**config.mk**
```make
export PLATFORM = sky130hd
export DESIGN_NAME = distance_text_ctl_flat
export DESIGN_NICKNAME = d
export VERILOG_FILES = /design/src/rtl/distance_text_ctl_pkg.sv /design/src/rtl/distance_text_ctl_if.sv /design/src/rtl/distance_text_ctl_bin2bcd_seq.sv /design/src/rtl/distance_text_ctl.sv /design/src/flat_wrapper.sv
export SDC_FILE = /design/constraint.sdc
export NUM_CORES = 1
export LEC_CHECK = 0
export CORE_MARGIN = 4
export CORE_UTILIZATION = 30
export CTS_CLUSTER_DIAMETER = 150
export DETAILED_ROUTE_END_ITERATION = 16
export HOLD_SLACK_MARGIN = 0.12
export PLACE_DENSITY = 0.53
export SLEW_MARGIN = 40
export SYNTH_ARGS = -nofsm -noshare
export SYNTH_HDL_FRONTEND = slang
export SYNTH_HIERARCHICAL = 1
export SYNTH_SLANG_ARGS = --single-unit
```
**constraint.sdc**
```tcl
create_clock -name pclk -period 2.9 [get_ports pclk]
set_input_delay 0.58 -clock pclk [delete_from_list [all_inputs] [get_ports pclk]]
set_output_delay 0.58 -clock pclk [all_outputs]
set_load 0.005 [all_outputs]
```
**src/rtl/distance_text_ctl_pkg.sv**
```systemverilog
// distance_text_pkg: shared states, ASCII constants, line template and helpers for distance_text_ctl
package distance_text_pkg;

    typedef enum logic [2:0] {
        S_IDLE,
        S_CONV,
        S_WAIT_VBL,
        S_WRITE,
        S_DONE
    } state_t;

    localparam int LINE_LEN   = 16;
    localparam int NUM_DIGITS = 5;

    localparam logic [6:0] SPACE  = 7'h20;
    localparam logic [6:0] COLON  = 7'h3A;
    localparam logic [6:0] DIGIT0 = 7'h30;

    // Index 0 is the leftmost character: "DIST: ddddd CM  "
    localparam logic [LINE_LEN-1:0][6:0] LABEL = {
        SPACE, SPACE, 7'h4D, 7'h43, SPACE,
        {NUM_DIGITS{DIGIT0}},
        SPACE, COLON, 7'h54, 7'h53, 7'h49, 7'h44
    };

    // Positions 6..10 carry the decimal digits, most significant first
    localparam logic [LINE_LEN-1:0] DIGIT_SLOT = 16'b0000_0111_1100_0000;
    localparam logic [3:0]          DIGIT_LAST = 4'd10;

    // One double-dabble correction: add 3 to every BCD nibble that is 5 or more
    function automatic logic [19:0] dd_adjust(input logic [19:0] b);
        logic [19:0] r;
        for (int k = 0; k < NUM_DIGITS; k++)
            r[4*k +: 4] = (b[4*k +: 4] >= 4'd5) ? b[4*k +: 4] + 4'd3 : b[4*k +: 4];
        return r;
    endfunction

    // Character at position idx; hi holds this digit and all more significant ones
    function automatic logic [6:0] line_char(input logic [3:0] idx, input logic [19:0] bcd,
                                             input logic blank_lead);
        logic [5:0]  sh;
        logic [19:0] hi;
        sh = {DIGIT_LAST - idx, 2'b00};
        hi = bcd >> sh;
        if (!DIGIT_SLOT[idx])
            return LABEL[idx];
        return (blank_lead && idx != DIGIT_LAST && hi == '0) ? SPACE : DIGIT0 + {3'b000, hi[3:0]};
    endfunction

endpackage

```
**src/rtl/distance_text_ctl_if.sv**
```systemverilog
// distance_text_ctl_if: distance input, vblank and character-RAM write bundle
interface distance_text_ctl_if #(parameter int DIST_W = 16);

    logic [DIST_W-1:0] distance_in;
    logic              distance_valid;
    logic              vblnk_in;
    logic              wr_en;
    logic [7:0]        wr_addr;
    logic [6:0]        wr_data;
    logic              busy;
    logic              done;

    modport master (
        output distance_in, distance_valid, vblnk_in,
        input  wr_en, wr_addr, wr_data, busy, done
    );

    modport slave (
        input  distance_in, distance_valid, vblnk_in,
        output wr_en, wr_addr, wr_data, busy, done
    );

endinterface

```
**src/rtl/distance_text_ctl_bin2bcd_seq.sv**
```systemverilog
// bin2bcd_seq: serial double-dabble, one iteration per cycle for 16 cycles after start
module bin2bcd_seq
    import distance_text_pkg::*;
#(
    parameter int DIST_W = 16
) (
    input  logic              clk,
    input  logic              rst,
    input  logic              start,
    input  logic [DIST_W-1:0] bin_in,
    output logic [19:0]       bcd_out,
    output logic              ready
);

    logic [15:0] bin_q, bin_d;
    logic [19:0] bcd_q, bcd_d;
    logic [3:0]  cnt_q, cnt_d;
    logic        run_q, run_d;
    logic [19:0] adj;

    // ready flags the cycle whose closing edge performs the 16th iteration
    assign ready   = run_q && cnt_q == 4'hF;
    assign bcd_out = bcd_q;

    // Load on start, otherwise adjust-and-shift while running
    always_comb begin
        bin_d = bin_q;
        bcd_d = bcd_q;
        cnt_d = cnt_q;
        run_d = run_q;
        adj   = dd_adjust(bcd_q);
        if (start) begin
            bin_d              = '0;
            bin_d[DIST_W-1:0]  = bin_in;
            bcd_d              = '0;
            cnt_d              = '0;
            run_d              = 1'b1;
        end else if (run_q) begin
            bcd_d = {adj[18:0], bin_q[15]};
            bin_d = {bin_q[14:0], 1'b0};
            cnt_d = cnt_q + 4'd1;
            run_d = cnt_q != 4'hF;
        end
    end

    // Conversion state registers
    always_ff @(posedge clk or posedge rst) begin
        if (rst) begin
            bin_q <= '0;
            bcd_q <= '0;
            cnt_q <= '0;
            run_q <= 1'b0;
        end else begin
            bin_q <= bin_d;
            bcd_q <= bcd_d;
            cnt_q <= cnt_d;
            run_q <= run_d;
        end
    end

endmodule

```
**src/rtl/distance_text_ctl.sv**
```systemverilog
// distance_text_ctl: converts a distance reading to "DIST: ddddd CM  " and writes it during vblank
// Optional DIST_ZERO_BLANK_EN: leading zero digits are written as spaces
module distance_text_ctl
    import distance_text_pkg::*;
#(
    parameter int TEXT_ROW = 0,
    parameter int TEXT_COL = 0,
    parameter int DIST_W   = 16
) (
    input  logic                pclk,
    input  logic                rst,
    distance_text_ctl_if.slave  bus
);

`ifdef DIST_ZERO_BLANK_EN
    localparam logic BLANK = 1'b1;
`else
    localparam logic BLANK = 1'b0;
`endif

    localparam logic [2:0] ROW = TEXT_ROW[2:0];
    localparam logic [4:0] COL = TEXT_COL[4:0];

    state_t            state_q, state_d;
    logic [3:0]        idx_q, idx_d;
    logic              vbl_q;
    logic              pend_q, pend_d;
    logic [DIST_W-1:0] pval_q, pval_d;
    logic              wr_en_q, wr_en_d;
    logic [7:0]        wr_addr_q, wr_addr_d;
    logic [6:0]        wr_data_q, wr_data_d;
    logic              done_q, done_d;
    logic              busy_q;
    logic              start;
    logic [DIST_W-1:0] start_val;
    logic [19:0]       bcd;
    logic              conv_last;

    bin2bcd_seq #(.DIST_W(DIST_W)) u_b2b (
        .clk    (pclk),
        .rst    (rst),
        .start  (start),
        .bin_in (start_val),
        .bcd_out(bcd),
        .ready  (conv_last)
    );

    assign bus.wr_en   = wr_en_q;
    assign bus.wr_addr = wr_addr_q;
    assign bus.wr_data = wr_data_q;
    assign bus.busy    = busy_q;
    assign bus.done    = done_q;

    // Sequencer next state, pending capture and the next write beat
    always_comb begin
        state_d   = state_q;
        idx_d     = idx_q;
        pend_d    = pend_q;
        pval_d    = pval_q;
        wr_en_d   = 1'b0;
        wr_addr_d = wr_addr_q;
        wr_data_d = wr_data_q;
        done_d    = 1'b0;
        start     = 1'b0;
        start_val = bus.distance_in;
        if (bus.distance_valid && state_q != S_IDLE) begin
            pend_d = 1'b1;
            pval_d = bus.distance_in;
        end
        case (state_q)
            S_IDLE: begin
                // A pending value can reach IDLE when it was strobed in a DONE cycle
                if (bus.distance_valid || pend_q) begin
                    start     = 1'b1;
                    start_val = bus.distance_valid ? bus.distance_in : pval_q;
                    pend_d    = 1'b0;
                    state_d   = S_CONV;
                end
            end
            S_CONV: state_d = conv_last ? S_WAIT_VBL : S_CONV;
            S_WAIT_VBL: begin
                if (bus.vblnk_in && !vbl_q) begin
                    state_d = S_WRITE;
                    idx_d   = '0;
                    wr_en_d = 1'b1;
                end
            end
            S_WRITE: begin
                if (idx_q == 4'(LINE_LEN - 1)) begin
                    state_d = S_DONE;
                    done_d  = 1'b1;
                end else begin
                    idx_d   = idx_q + 4'd1;
                    wr_en_d = 1'b1;
                end
            end
            S_DONE: begin
                state_d   = pend_q ? S_CONV : S_IDLE;
                start     = pend_q;
                start_val = pval_q;
                if (pend_q)
                    pend_d = bus.distance_valid;
            end
            default: state_d = S_IDLE;
        endcase
        if (wr_en_d) begin
            wr_addr_d = {ROW, COL + {1'b0, idx_d}};
            wr_data_d = line_char(idx_d, bcd, BLANK);
        end
    end

    // State, vblank history and registered outputs
    always_ff @(posedge pclk or posedge rst) begin
        if (rst) begin
            state_q   <= S_IDLE;
            idx_q     <= '0;
            vbl_q     <= 1'b0;
            pend_q    <= 1'b0;
            pval_q    <= '0;
            wr_en_q   <= 1'b0;
            wr_addr_q <= '0;
            wr_data_q <= '0;
            done_q    <= 1'b0;
            busy_q    <= 1'b0;
        end else begin
            state_q   <= state_d;
            idx_q     <= idx_d;
            vbl_q     <= bus.vblnk_in;
            pend_q    <= pend_d;
            pval_q    <= pval_d;
            wr_en_q   <= wr_en_d;
            wr_addr_q <= wr_addr_d;
            wr_data_q <= wr_data_d;
            done_q    <= done_d;
            busy_q    <= state_d != S_IDLE;
        end
    end

endmodule

```
**src/flat_wrapper.sv**
```systemverilog
// flat-port wrapper written by rule: the top's interface ports become plain ports
module distance_text_ctl_flat import distance_text_pkg::*;
#(
    parameter int TEXT_ROW = 0,
    parameter int TEXT_COL = 0,
    parameter int DIST_W   = 16
)
  (pclk, rst, bus_distance_in, bus_distance_valid, bus_vblnk_in, bus_wr_en, bus_wr_addr, bus_wr_data, bus_busy, bus_done);
  distance_text_ctl_if #(.DIST_W(DIST_W)) bus_i ();
  input  logic pclk;
  input  logic rst;
  input wire logic [$bits(bus_i.distance_in)-1:0] bus_distance_in;
  input wire logic [$bits(bus_i.distance_valid)-1:0] bus_distance_valid;
  input wire logic [$bits(bus_i.vblnk_in)-1:0] bus_vblnk_in;
  output wire logic [$bits(bus_i.wr_en)-1:0] bus_wr_en;
  output wire logic [$bits(bus_i.wr_addr)-1:0] bus_wr_addr;
  output wire logic [$bits(bus_i.wr_data)-1:0] bus_wr_data;
  output wire logic [$bits(bus_i.busy)-1:0] bus_busy;
  output wire logic [$bits(bus_i.done)-1:0] bus_done;
  assign bus_i.distance_in = bus_distance_in;
  assign bus_i.distance_valid = bus_distance_valid;
  assign bus_i.vblnk_in = bus_vblnk_in;
  assign bus_wr_en = bus_i.wr_en;
  assign bus_wr_addr = bus_i.wr_addr;
  assign bus_wr_data = bus_i.wr_data;
  assign bus_busy = bus_i.busy;
  assign bus_done = bus_i.done;
  distance_text_ctl #(.TEXT_ROW(TEXT_ROW), .TEXT_COL(TEXT_COL), .DIST_W(DIST_W)) u_core (.pclk(pclk), .rst(rst), .bus(bus_i));
endmodule
```
==> metrics.md, run 1 <==
| Metric | Value |
|---|---|
| Status | `complete, no violations` |
| Ports | `38` |
| Total of max-cap violations | `0` |
| Worst EP arrival | `2.97 ns` |
| Placed Instances | `between 600 and 700` |
| CORE AREA | `14,800 sq um` |
| I/O Buffers | `33` |
| DRT Pass-1 Iters | `4` |
| Peak supply drop | `between 200 and 300 uV` |
| Total Routed Length | `between 10,000 and 15,000 microns` |
| DIE AREA | `~17,000 sq um` |
| Initial drt markers | `215` |
| Layout area overhead | `21.4%` |
| Diode count | `0` |
| Syn Std Cell Area | `approximately 4600 sq um` |
| Setup Crit Path Kind | `reg -> reg` |
| DRT antenna net count | `0` |
| Remaining global-route overflow | `0` |
| Initial core utilization | `~31%` |
| Type of element capturing the critical path | `flop` |
| Period utilization | `95.3%` |
| Syn Inst Count | `~450` |
| Pwr dens | `roughly 420 nW/um^2` |
| Total net switching power | `507 uW` |
| GRT Resource Usage Total | `~12%` |
| First-pass GRT wire length | `approximately 17,000 microns` |
| RSZ-0062 raised after global routing | `no` |
| Setup TNS | `0 ns` |
| Worst path required time | `slightly above 3 ns` |
| Logic pwr share | `~4.3%` |
| Largest net degree at the start of global routing | `42` |
| Worst path max stage delay | `between 0.5 and 0.6 ns` |
| Number of remaining DRC errors | `0` |
| Chip width | `~130 microns` |
| Max Clk Rate | `around 360 MHz` |
| Fraction of layout cells with a size suffix above 1 | `between 20% and 30%` |
| DP HPWL | `approximately 7000 microns` |
| Seq/Total Area, Yosys | `between 40% and 50%` |
| Worst Path Buf+Inv | `2` |
| Worst Hold Class | `reg -> reg` |
| Final hold violations | `0` |
| Cell area after placement | `~5200 sq um` |
| Yosys warning count | `6` |
| Worst setup SP type | `flop` |
| Top delay family on crit path | `simple AND/OR/NAND/NOR gates` |
| Synthesized flop and latch total | `80` |
| TritonCTS clock tree | `yes` |
| Final number of max-transition violations | `0` |
| Max Buffers Root-to-Sink | `2` |
| Rel. slew slack | `between 50 and 60%` |
| H-tree levels | `3` |
| # fillers | `~1,500` |
| Post-synth ARST share | `between 90% and 100%` |
| Final instance area | `~5500 sq um` |
| Lkg Pwr | `roughly 2.2 nW` |
| Clk root buf | `clkbuf_16` |
| Sequential fraction of design power | `around 50%` |
| CP Max Fanout | `5` |
| Post-synth EDFFs | `0` |
| P_int | `~1.8 mW` |
| Initial antenna violation count | `0` |
| Clock share of power | `45.9%` |
| Vias in the first global route | `3,515` |
| Cell Chain, Critical Path | `and3b_2 > and2_4 > a22oi_4 > inv_1 > ha_1 > inv_1 > ha_1 > nor2b_1 > nand2_1 > a22oi_1 > or4_1 > o211ai_1 > a21oi_1` |
| Synth cell types | `between 60 and 70` |
| Min Tclk post-route | `around 2.8 ns` |
| Hold-fix buffers, CTS | `0` |
| Fin cells | `around 690` |
| Fin nets | `540` |
| Setup violations, final | `0` |
| Tot Pwr | `between 2 and 2.5 mW` |
| Vias | `~3,400` |
| CP max stage cell | `or4_1` |
| Sw Share | `between 20% and 30%` |
| Site Rows | `44` |
| Final Wtd Congestion | `0.756` |
| Clock Latency Late Sink | `roughly 0.34 ns` |
| Clk slew on worst S/H paths | `approximately 0.060 ns` |
| Via density | `4.96` |
| Routed length per instance | `~14 microns` |
| Commonest non-fill, non-tap cell in the layout | `dfrtp_1` |
| Commonest non-fill, non-tap cells in the layout | `dfrtp_1, nand2_1, o21ai_0, buf_4` |
| Syn avg cell area | `~10 sq um` |
| Num CTS Buffers | `9` |
| CTS Sinks | `80` |
| Ys flop type | `dfrtp_1` |
| Chip Height | `about 130 microns` |
| Worst-margin pin slew | `between 0.6 and 0.7 ns` |
| Final Skew | `between 0.006 and 0.007 ns` |
| Hold Slack | `approximately 0.47 ns` |
## logic make-up (layout without fill, tap and decap cells)
kind of cell,Yosys count,in the layout,synth area share [%]
flops,80,80,43.8
fa+ha+maj,18,18,4.93
mux,55,55,12.9
compound gates,103,103,15.5
other cells,1,4,0.0820
buf+inv,45,104,5.42
simple gates,136,136,16.0
xor+xnor,7,7,1.34
## per-stage QoR
| step | utilization (%) | worst slack [ns] |
|---|---|---|
| after detailed placement | 35.5 | -0.359 |
| after floorplan | - | 0.00825 |
| after global routing | 37.6 | 0.00350 |
| after CTS | 37.4 | 0.0958 |
| final | 37.6 | 0.136 |
| after global placement | 35.5 | -0.314 |
## Yosys cell counts, drive strengths merged, types with 3 or more instances
| master | instances | share of area [%] |
|---|---|---|
| a21o | 7 | 1.1 |
| a21oi | 19 | 2.3 |
| a22oi | 3 | 0.90 |
| a31oi | 5 | 0.68 |
| and3 | 3 | 0.41 |
| buf | 20 | 3.3 |
| clkbuf | 5 | 0.44 |
| dfrtp | 80 | 44 |
| ha | 18 | 4.9 |
| inv | 20 | 1.6 |
| mux2 | 32 | 7.9 |
| mux2i | 23 | 5.0 |
| nand2 | 48 | 3.9 |
| nand2b | 11 | 1.7 |
| nand3 | 14 | 1.5 |
| nand3b | 4 | 0.66 |
| nor2 | 25 | 2.4 |
| nor2b | 9 | 1.3 |
| nor3b | 3 | 0.60 |
| o21ai | 43 | 4.7 |
| o31ai | 4 | 0.77 |
| o32ai | 7 | 1.5 |
| or3 | 3 | 0.41 |
| xor2 | 6 | 1.1 |
## final timing paths
path	startpoint	endpoint	slack, ns	cells after the start
setup / recovery	u_core/state_q[0]	u_core/bus.wr_data[0]	0.14	13
hold / removal	u_core/bus.wr_addr[3]	u_core/bus.wr_addr[3]	0.47	2
setup reg to reg	u_core/state_q[0]	u_core/bus.wr_data[0]	0.14	13
hold reg to reg	u_core/bus.wr_addr[3]	u_core/bus.wr_addr[3]	0.47	2
max in group asynchronous	rst	u_core/u_b2b/run_q	1.80	3
min in group asynchronous	rst	u_core/pval_q[12]	0.70	3
## area by class of cell
type | count | area (sq um) | share of cell area [%]
Clock buffer | 12 | 246 | 4.44
Inverter | 20 | 75.1 | 1.35
Timing Repair Buffer | 68 | 592 | 10.7
Sequential cell | 80 | 2000 | 36.1
Tap cell | 184 | 230 | 4.15
Clock inverter | 4 | 30.0 | 0.541
Multi-Input combinational cell | 323 | 2370 | 42.7
## worst min-delay path: cells and delay by family (launching register included)
kind             cells  cell delay [ns]
AND/OR/NAND/NOR      2             0.10
flip-flops           1             0.34
## timing repair
action                     CTS  global route
resized for setup            2             3
setup endpoints to repair    1             1
cloned                       0             0
pin swaps                    1             3
setup buffers                1             2
## registers in the layout (all words and copies together), names as in the netlist, 3 cells and up
signal                count
u_core/state_q            3
u_core/idx_q              4
u_core/u_b2b/bcd_out     20
u_core/bus.wr_addr        4
u_core/bus.wr_data        7
u_core/pval_q            16
u_core/u_b2b/bin_q       16
u_core/u_b2b/cnt_q        4
## power by group through the flow
stage               Clock [mW]  Combinational (mW)  Sequential [mW]
global placement             0              0.0998             1.17
global route              1.15               0.111             1.15
detailed placement           0               0.102             1.17
CTS                       1.10               0.102             1.15
finish                    1.06              0.0983             1.15
floorplan                    0              0.0607             1.17
## per-layer routing
| metal | track usage (%) | wire length, microns | share of wire, % | up-vias |
|---|---|---|---|---|
| li1 | - | - | - | 1692 |
| met1 | 14.9 | 4760 | 48 | 1664 |
| met2 | 20.1 | 4740 | 47 | 53 |
| met3 | 2.03 | 261 | 2.6 | 15 |
| met4 | 6.36 | 243 | 2.4 | 0 |
| met5 | 0 | 0 | 0 | - |
(Power assumes the default switching activity.)
==> run 2, diff against run 1 <==
--- a/config.mk
+++ b/config.mk
@@ -7,7 +7,6 @@
 export LEC_CHECK = 0
 export CORE_MARGIN = 4
 export CORE_UTILIZATION = 30
-export CTS_CLUSTER_DIAMETER = 150
 export DETAILED_ROUTE_END_ITERATION = 16
 export HOLD_SLACK_MARGIN = 0.12
 export PLACE_DENSITY = 0.53
==> results of run 2 <==
No change in the layout: final DEF, timing and power equal those of run 1.
